### src/rtl/alu_core_pkg.sv
// Shared definitions for the pipelined ALU core: opcodes, instruction field helpers and the decoded-instruction type.
// Optional operand forwarding in the core is enabled by defining ALU_FORWARD_EN.
package alu_core_pkg;

    typedef enum logic [2:0] {
        OP_ADD  = 3'b000,
        OP_AND  = 3'b001,
        OP_NAND = 3'b010,
        OP_OR   = 3'b011,
        OP_XOR  = 3'b100,
        OP_SGT  = 3'b101,
        OP_SLL  = 3'b110,
        OP_SRL  = 3'b111
    } op_t;

    // Helpers work on a widest-case container; cores narrow the fields back to RADDR_W.
    localparam int MAX_RADDR_W = 8;
    localparam int MAX_INSTR_W = 3 + 3 * MAX_RADDR_W;

    typedef logic [MAX_INSTR_W-1:0] instr_t;
    typedef logic [MAX_RADDR_W-1:0] raddr_t;

    typedef struct packed {
        op_t    op;
        raddr_t rd;
        raddr_t rs;
        raddr_t rt;
    } dec_t;

    function automatic raddr_t field_at(input instr_t ins, input int raddr_w, input int pos);
        instr_t mask;
        mask = (instr_t'(1) << raddr_w) - instr_t'(1);
        return raddr_t'((ins >> (pos * raddr_w)) & mask);
    endfunction

    function automatic op_t field_op(input instr_t ins, input int raddr_w);
        return op_t'(3'(ins >> (3 * raddr_w)));
    endfunction

    function automatic raddr_t field_rd(input instr_t ins, input int raddr_w);
        return field_at(ins, raddr_w, 2);
    endfunction

    function automatic raddr_t field_rs(input instr_t ins, input int raddr_w);
        return field_at(ins, raddr_w, 1);
    endfunction

    function automatic raddr_t field_rt(input instr_t ins, input int raddr_w);
        return field_at(ins, raddr_w, 0);
    endfunction

    function automatic dec_t decode(input instr_t ins, input int raddr_w);
        dec_t d;
        d.op = field_op(ins, raddr_w);
        d.rd = field_rd(ins, raddr_w);
        d.rs = field_rs(ins, raddr_w);
        d.rt = field_rt(ins, raddr_w);
        return d;
    endfunction

    function automatic logic is_shift(input op_t op);
        return (op == OP_SLL) || (op == OP_SRL);
    endfunction

endpackage

### src/rtl/alu_unit.sv
// Combinational ALU: op x A x B -> result. For shifts B carries the immediate amount.
module alu_unit
    import alu_core_pkg::*;
#(
    parameter int DATA_W = 32
) (
    input  op_t               op,
    input  logic [DATA_W-1:0] a,
    input  logic [DATA_W-1:0] b,
    output logic [DATA_W-1:0] y
);

    always_comb begin
        y = '0;
        case (op)
            OP_ADD:  y = a + b;
            OP_AND:  y = a & b;
            OP_NAND: y = ~(a & b);
            OP_OR:   y = a | b;
            OP_XOR:  y = a ^ b;
            OP_SGT:  y = {{(DATA_W-1){1'b0}}, ($signed(a) > $signed(b))};
            // Shift amounts >= DATA_W already yield zero under these operators.
            OP_SLL:  y = a << b;
            OP_SRL:  y = a >> b;
            default: y = '0;
        endcase
    end

endmodule

### src/rtl/pipelined_alu_core.sv
// Two-stage register-file/ALU core: S1 reads operands, S2 executes and writes back.
// Define ALU_FORWARD_EN to forward S1's result into operand capture instead of stalling.
module pipelined_alu_core
    import alu_core_pkg::*;
#(
    parameter  int DATA_W  = 32,
    parameter  int RADDR_W = 5,
    parameter  int CNT_W   = 16,
    localparam int INSTR_W = 3 + 3 * RADDR_W
) (
    input  logic               clock,
    input  logic               reset_n,
    input  logic               in_valid,
    output logic               in_ready,
    input  logic [INSTR_W-1:0] instruct,
    output logic               out_valid,
    output logic [DATA_W-1:0]  muxout,
    output logic [RADDR_W-1:0] out_rd,
    output logic [CNT_W-1:0]   retired
);

    localparam int NREGS = 2 ** RADDR_W;

    logic [DATA_W-1:0] regs [NREGS];

    op_t                in_op;
    logic [RADDR_W-1:0] in_rd, in_rs, in_rt;
    logic               in_shift;

    logic               s1_valid;
    op_t                s1_op;
    logic [RADDR_W-1:0] s1_rd;
    logic [DATA_W-1:0]  s1_a, s1_b;
    logic [DATA_W-1:0]  alu_y;

    logic               hit_a, hit_b, accept;
    logic [DATA_W-1:0]  opnd_a, opnd_b;

    assign in_op    = field_op(instr_t'(instruct), RADDR_W);
    assign in_rd    = RADDR_W'(field_rd(instr_t'(instruct), RADDR_W));
    assign in_rs    = RADDR_W'(field_rs(instr_t'(instruct), RADDR_W));
    assign in_rt    = RADDR_W'(field_rt(instr_t'(instruct), RADDR_W));
    assign in_shift = is_shift(in_op);

    // Read-after-write against the instruction held in S1; write-after-write is harmless.
    assign hit_a = s1_valid && (s1_rd == in_rs);
    assign hit_b = s1_valid && !in_shift && (s1_rd == in_rt);

    always_comb begin
        opnd_a   = regs[in_rs];
        opnd_b   = in_shift ? DATA_W'(in_rt) : regs[in_rt];
        in_ready = reset_n;
`ifdef ALU_FORWARD_EN
        if (hit_a) opnd_a = alu_y;
        if (hit_b) opnd_b = alu_y;
`else
        if (hit_a || hit_b) in_ready = 1'b0;
`endif
    end

    assign accept = in_valid && in_ready;

    alu_unit #(.DATA_W(DATA_W)) u_alu (
        .op (s1_op),
        .a  (s1_a),
        .b  (s1_b),
        .y  (alu_y)
    );

    always_ff @(posedge clock) begin
        if (!reset_n) begin
            for (int unsigned i = 0; i < NREGS; i++) begin
                regs[i] <= DATA_W'(i);
            end
            s1_valid  <= 1'b0;
            s1_op     <= OP_ADD;
            s1_rd     <= '0;
            s1_a      <= '0;
            s1_b      <= '0;
            out_valid <= 1'b0;
            muxout    <= '0;
            out_rd    <= '0;
            retired   <= '0;
        end else begin
            s1_valid  <= accept;
            out_valid <= s1_valid;
            if (accept) begin
                s1_op <= in_op;
                s1_rd <= in_rd;
                s1_a  <= opnd_a;
                s1_b  <= opnd_b;
            end
            if (s1_valid) begin
                regs[s1_rd] <= alu_y;
                muxout      <= alu_y;
                out_rd      <= s1_rd;
                if (retired != '1) retired <= retired + CNT_W'(1);
            end
        end
    end

endmodule

### config.mk
export PLATFORM = sky130hd
export DESIGN_NAME = pipelined_alu_core
export DESIGN_NICKNAME = d
export VERILOG_FILES = /design/src/rtl/alu_core_pkg.sv /design/src/rtl/alu_unit.sv /design/src/rtl/pipelined_alu_core.sv
export SDC_FILE = /design/constraint.sdc
export NUM_CORES = 2
export LEC_CHECK = 0
export BUFFER_PORTS_ARGS = -buffer_cell sky130_fd_sc_hd__buf_2
export CAP_MARGIN = 20
export CORE_MARGIN = 1.5
export CORE_UTILIZATION = 45
export CTS_CLUSTER_DIAMETER = 80
export DETAILED_ROUTE_END_ITERATION = 7
export PLACE_DENSITY = 0.67
export SLEW_MARGIN = 5
export SYNTH_ARGS = -nofsm -noshare
export SYNTH_HDL_FRONTEND = slang
export SYNTH_SLANG_ARGS = --single-unit
export TNS_END_PERCENT = 1
### constraint.sdc
create_clock -name clock -period 7 [get_ports clock]
set_input_delay 1.4 -clock clock [delete_from_list [all_inputs] [get_ports clock]]
set_output_delay 1.4 -clock clock [all_outputs]
set_load 0.005 [all_outputs]
==> flow_summary.yaml <==
run_status:
  outcome: "finished, final reports clean"
global_route:
  grt.total_usage: 0.3295
  antenna_found_initial: 5
  grt_max_degree: 96
  grt_pass1_wl_mm: 339.6
  grt.overflow.total: 0
  grt_pass1_vias: 45770
clock_network:
  path_clk_slew_ns: 0.06
  post_cts_buffers: 0
  cts_hold_buf: 0
  ctsLongestPathBuffers: 3
  post_cts_resized: 0
  root_buffer: "clkbuf_16"
  tritoncts: "built"
  numClockSinks: 1151
  h-tree-depth: 3
  numCtsBuffers: 119
  clk_latency_ns: 0.78
detailed_routing:
  antenna_left: 0
  drc: 0
  vias: 47040
  wl_mm: 241.4
  via_per_inst: 6.985
  drt_iter0_drc: 8025
  first_pass_iters: 6
  wire_per_inst_um: 35.85
power:
  ir_drop_uv: 178.8
  p_int_mw: 12.36
  pwr-share-seq: 0.457
  leakage_nw: 23.81
  swShare: 0.2871
  powerDensity_nw_per_um2: 244.6
  clkPwrFrac: 0.372
  combPwrFrac: 0.171
  p_switching_mw: 4.979
cells_and_area:
  syn_to_final_growth_pct: 10.20
  layout-drive-gt1-share: 0.2659
  design_area_um2: 70880
  layout_commonest_cell: "nor2_1"
  finalNetCount: 4854
  final_cell_mix: "nor2_1 (1097), edfxtp_1 (1024), mux4_2 (704)"
synth:
  yosysTopAreaCellShare: 0.4781
  ys_ff_latch: 1151
  synth_area_leaders: "edfxtp_1 (48%), mux4_2 (25%), nor2_1 (6.4%)"
  synth_edf_count: 1024
  yosys.area.top_type: "edfxtp_1"
  synth_area_um2: 64320
  ys_types: 83
  async_reset_ff_frac: 0
  synth_ff_type: "edfxtp_1"
  yosysWarnings: 0
  yosysSeqAreaShare: 0.5176
  syn_inst: 4879
  syn_area_per_cell_um2: 13.18
  synth_nets: 4998
critical_path:
  rr_endpoint: "regs[30][27]$_SDFFCE_PN0P_"
  r2r_cells: 11
  ff2ff_setup_slack_ns: 2.12
  worstPathMaxFanout: 32
  required_ns: 7.48
  crit_slowest_cell: "a2111oi_1"
  critPathKind: "flop to flop"
  crit_path_end_kind: "flop"
  start_kind: "flop"
  max_stage_delay_ns: 0.94
  path_common_cell: "a21oi_1"
  cp_cell_sequence: "inv_1, ha_1, a211o_1, a21oi_1, a21oi_1, nand3_1, a2111oi_1, o21ai_0, a31oi_2, buf_4, nor2_1"
  path_delay_family: "compound AO/OA/AOI/OAI gates"
  r2r_start: "s1_a[6]$_SDFFE_PN0P_"
  cp.arrival_ns: 5.35
  path_buf_inv: 2
timing:
  clock_skew_ns: 0.02918
  max_slew_margin: 0.2149
  rsz0062_at_grt: "false"
  hold_viol: 0
  slew_violations: 0
  max_freq_mhz: 205.0
  finalSetupViolCount: 0
  min_period_over_period: 0.6967
  worst_pin_slew_ns: 1.173
  period_minus_slack_ns: 4.877
  tns_ns: 0
die:
  die_h_um: 381.1
  die_x_um: 381.1
  initial_core_util: 0.4537
  ioPinCount: 76
  core-area_um2: 141800
  dieArea_um2: 145200
  rows: 138
hold_path:
  hp-start: "muxout[10]$_SDFFE_PN0P_"
  holdPathStages: 2
  hold_path.class: "flop to flop"
  min_to: "muxout[10]$_SDFFE_PN0P_"
placement:
  gp_congestion: 0.9825
  hpwl_mm: 144.1
  dpl_cell_area_um2: 66910
  placement.io_buffers: 75
run:
  cap_violations: 0
-- metal layers --
layer,part of all wire,global-route usage,vias up
met1,0.35,0.4342,23950
met4,0.065,0.1854,2
met3,0.15,0.09470,780
met2,0.44,0.4904,4022
li1,-,-,18280
met5,0.000054,0,-
-- area by class of cell --
class                           count  area [um2]
Fill cell                       11910       70880
Sequential cell                  1151       33300
Multi-Input combinational cell   3122       29010
Clock buffer                      176        3416
Tap cell                         1890        2365
Timing Repair Buffer              254        1947
Clock inverter                     50       506.7
Inverter                           87       326.6
Antenna cell                        4       10.01
-- how the worst max path moves through the flow --
stage                               startpoint                         end  slack [ns]  cells past startpoint
final                     s1_a[6]$_SDFFE_PN0P_  regs[30][27]$_SDFFCE_PN0P_        2.12                     11
after global routing      s1_b[1]$_SDFFE_PN0P_  regs[18][27]$_SDFFCE_PN0P_        1.89                     11
after CTS                 s1_a[6]$_SDFFE_PN0P_  regs[28][27]$_SDFFCE_PN0P_        2.33                     11
after detailed placement  s1_a[6]$_SDFFE_PN0P_  regs[28][27]$_SDFFCE_PN0P_        2.33                     11
after global placement    s1_a[6]$_SDFFE_PN0P_  regs[30][27]$_SDFFCE_PN0P_        2.36                     11
after floorplan                    instruct[0]       s1_b[10]$_SDFFE_PN0P_        3.06                      8
-- registers in the layout (all words and copies together), names as in the netlist --
register,flops
out_rd,5
regs,1024
out_valid,1
s1_b,32
muxout,32
s1_a,32
s1_op,3
s1_valid,1
s1_rd,5
retired,16
-- Yosys cell counts, drive strengths merged, types with 12 or more instances --
library cell / count
buf: 133
nor4: 12
a21oi: 158
a31oi: 14
a21o: 13
nand4: 15
or3: 13
mux2i: 91
nand3: 133
o21ai: 120
ha: 97
edfxtp: 1024
xor2: 18
inv: 84
mux2: 40
o31ai: 15
clkbuf: 386
a211oi: 13
and3: 15
a221oi: 23
o211ai: 17
nor3: 29
dfxtp: 127
o22ai: 29
mux4: 704
xnor2: 19
nor2: 1099
nand2: 294
a221o: 20
-- worst min-delay path, cell delays in order, from the launching register on --
cell and delay, ns:
dfxtp_1 0.31, nand2_1 0.06, a21oi_1 0.05
-- cells by family (layout without fill, tap and decap cells) --
kind of cell | Yosys count | in the layout | share of synthesized area
simple gates | 1663 | 1663 | 0.1055
flops | 1151 | 1151 | 0.5176
mux | 835 | 835 | 0.2677
buf+inv | 606 | 567 | 0.03673
compound gates | 489 | 489 | 0.04826
fa+ha+maj | 98 | 98 | 0.01918
xor+xnor | 37 | 37 | 0.005038
other cells | 0 | 4 | 0
-- metrics by stage --
stage	power (mW)	utilization	hold WS [ns]	setup slack [ns]	std cells
2_1_floorplan	9.832	-	0.4561	3.064	4879
3_3_place_gp	10.89	0.4715	0.4481	2.362	6498
3_5_place_dp	10.94	0.4720	0.4524	2.325	6502
4_1_cts	17.26	0.4997	0.4626	2.330	6728
5_1_grt	17.72	0.4999	0.4872	1.886	6730
6_report	17.34	0.5000	0.4611	2.123	6734
-- power by group through the flow --
stage / combinational (mW) / sequential (mW) / clock (mW)
floorplan: 1.88 / 7.95 / 0
global placement: 2.85 / 8.04 / 0
detailed placement: 2.88 / 8.06 / 0
CTS: 2.88 / 7.92 / 6.46
global route: 3.05 / 7.95 / 6.72
finish: 2.96 / 7.93 / 6.45
(Power assumes the default switching activity.)
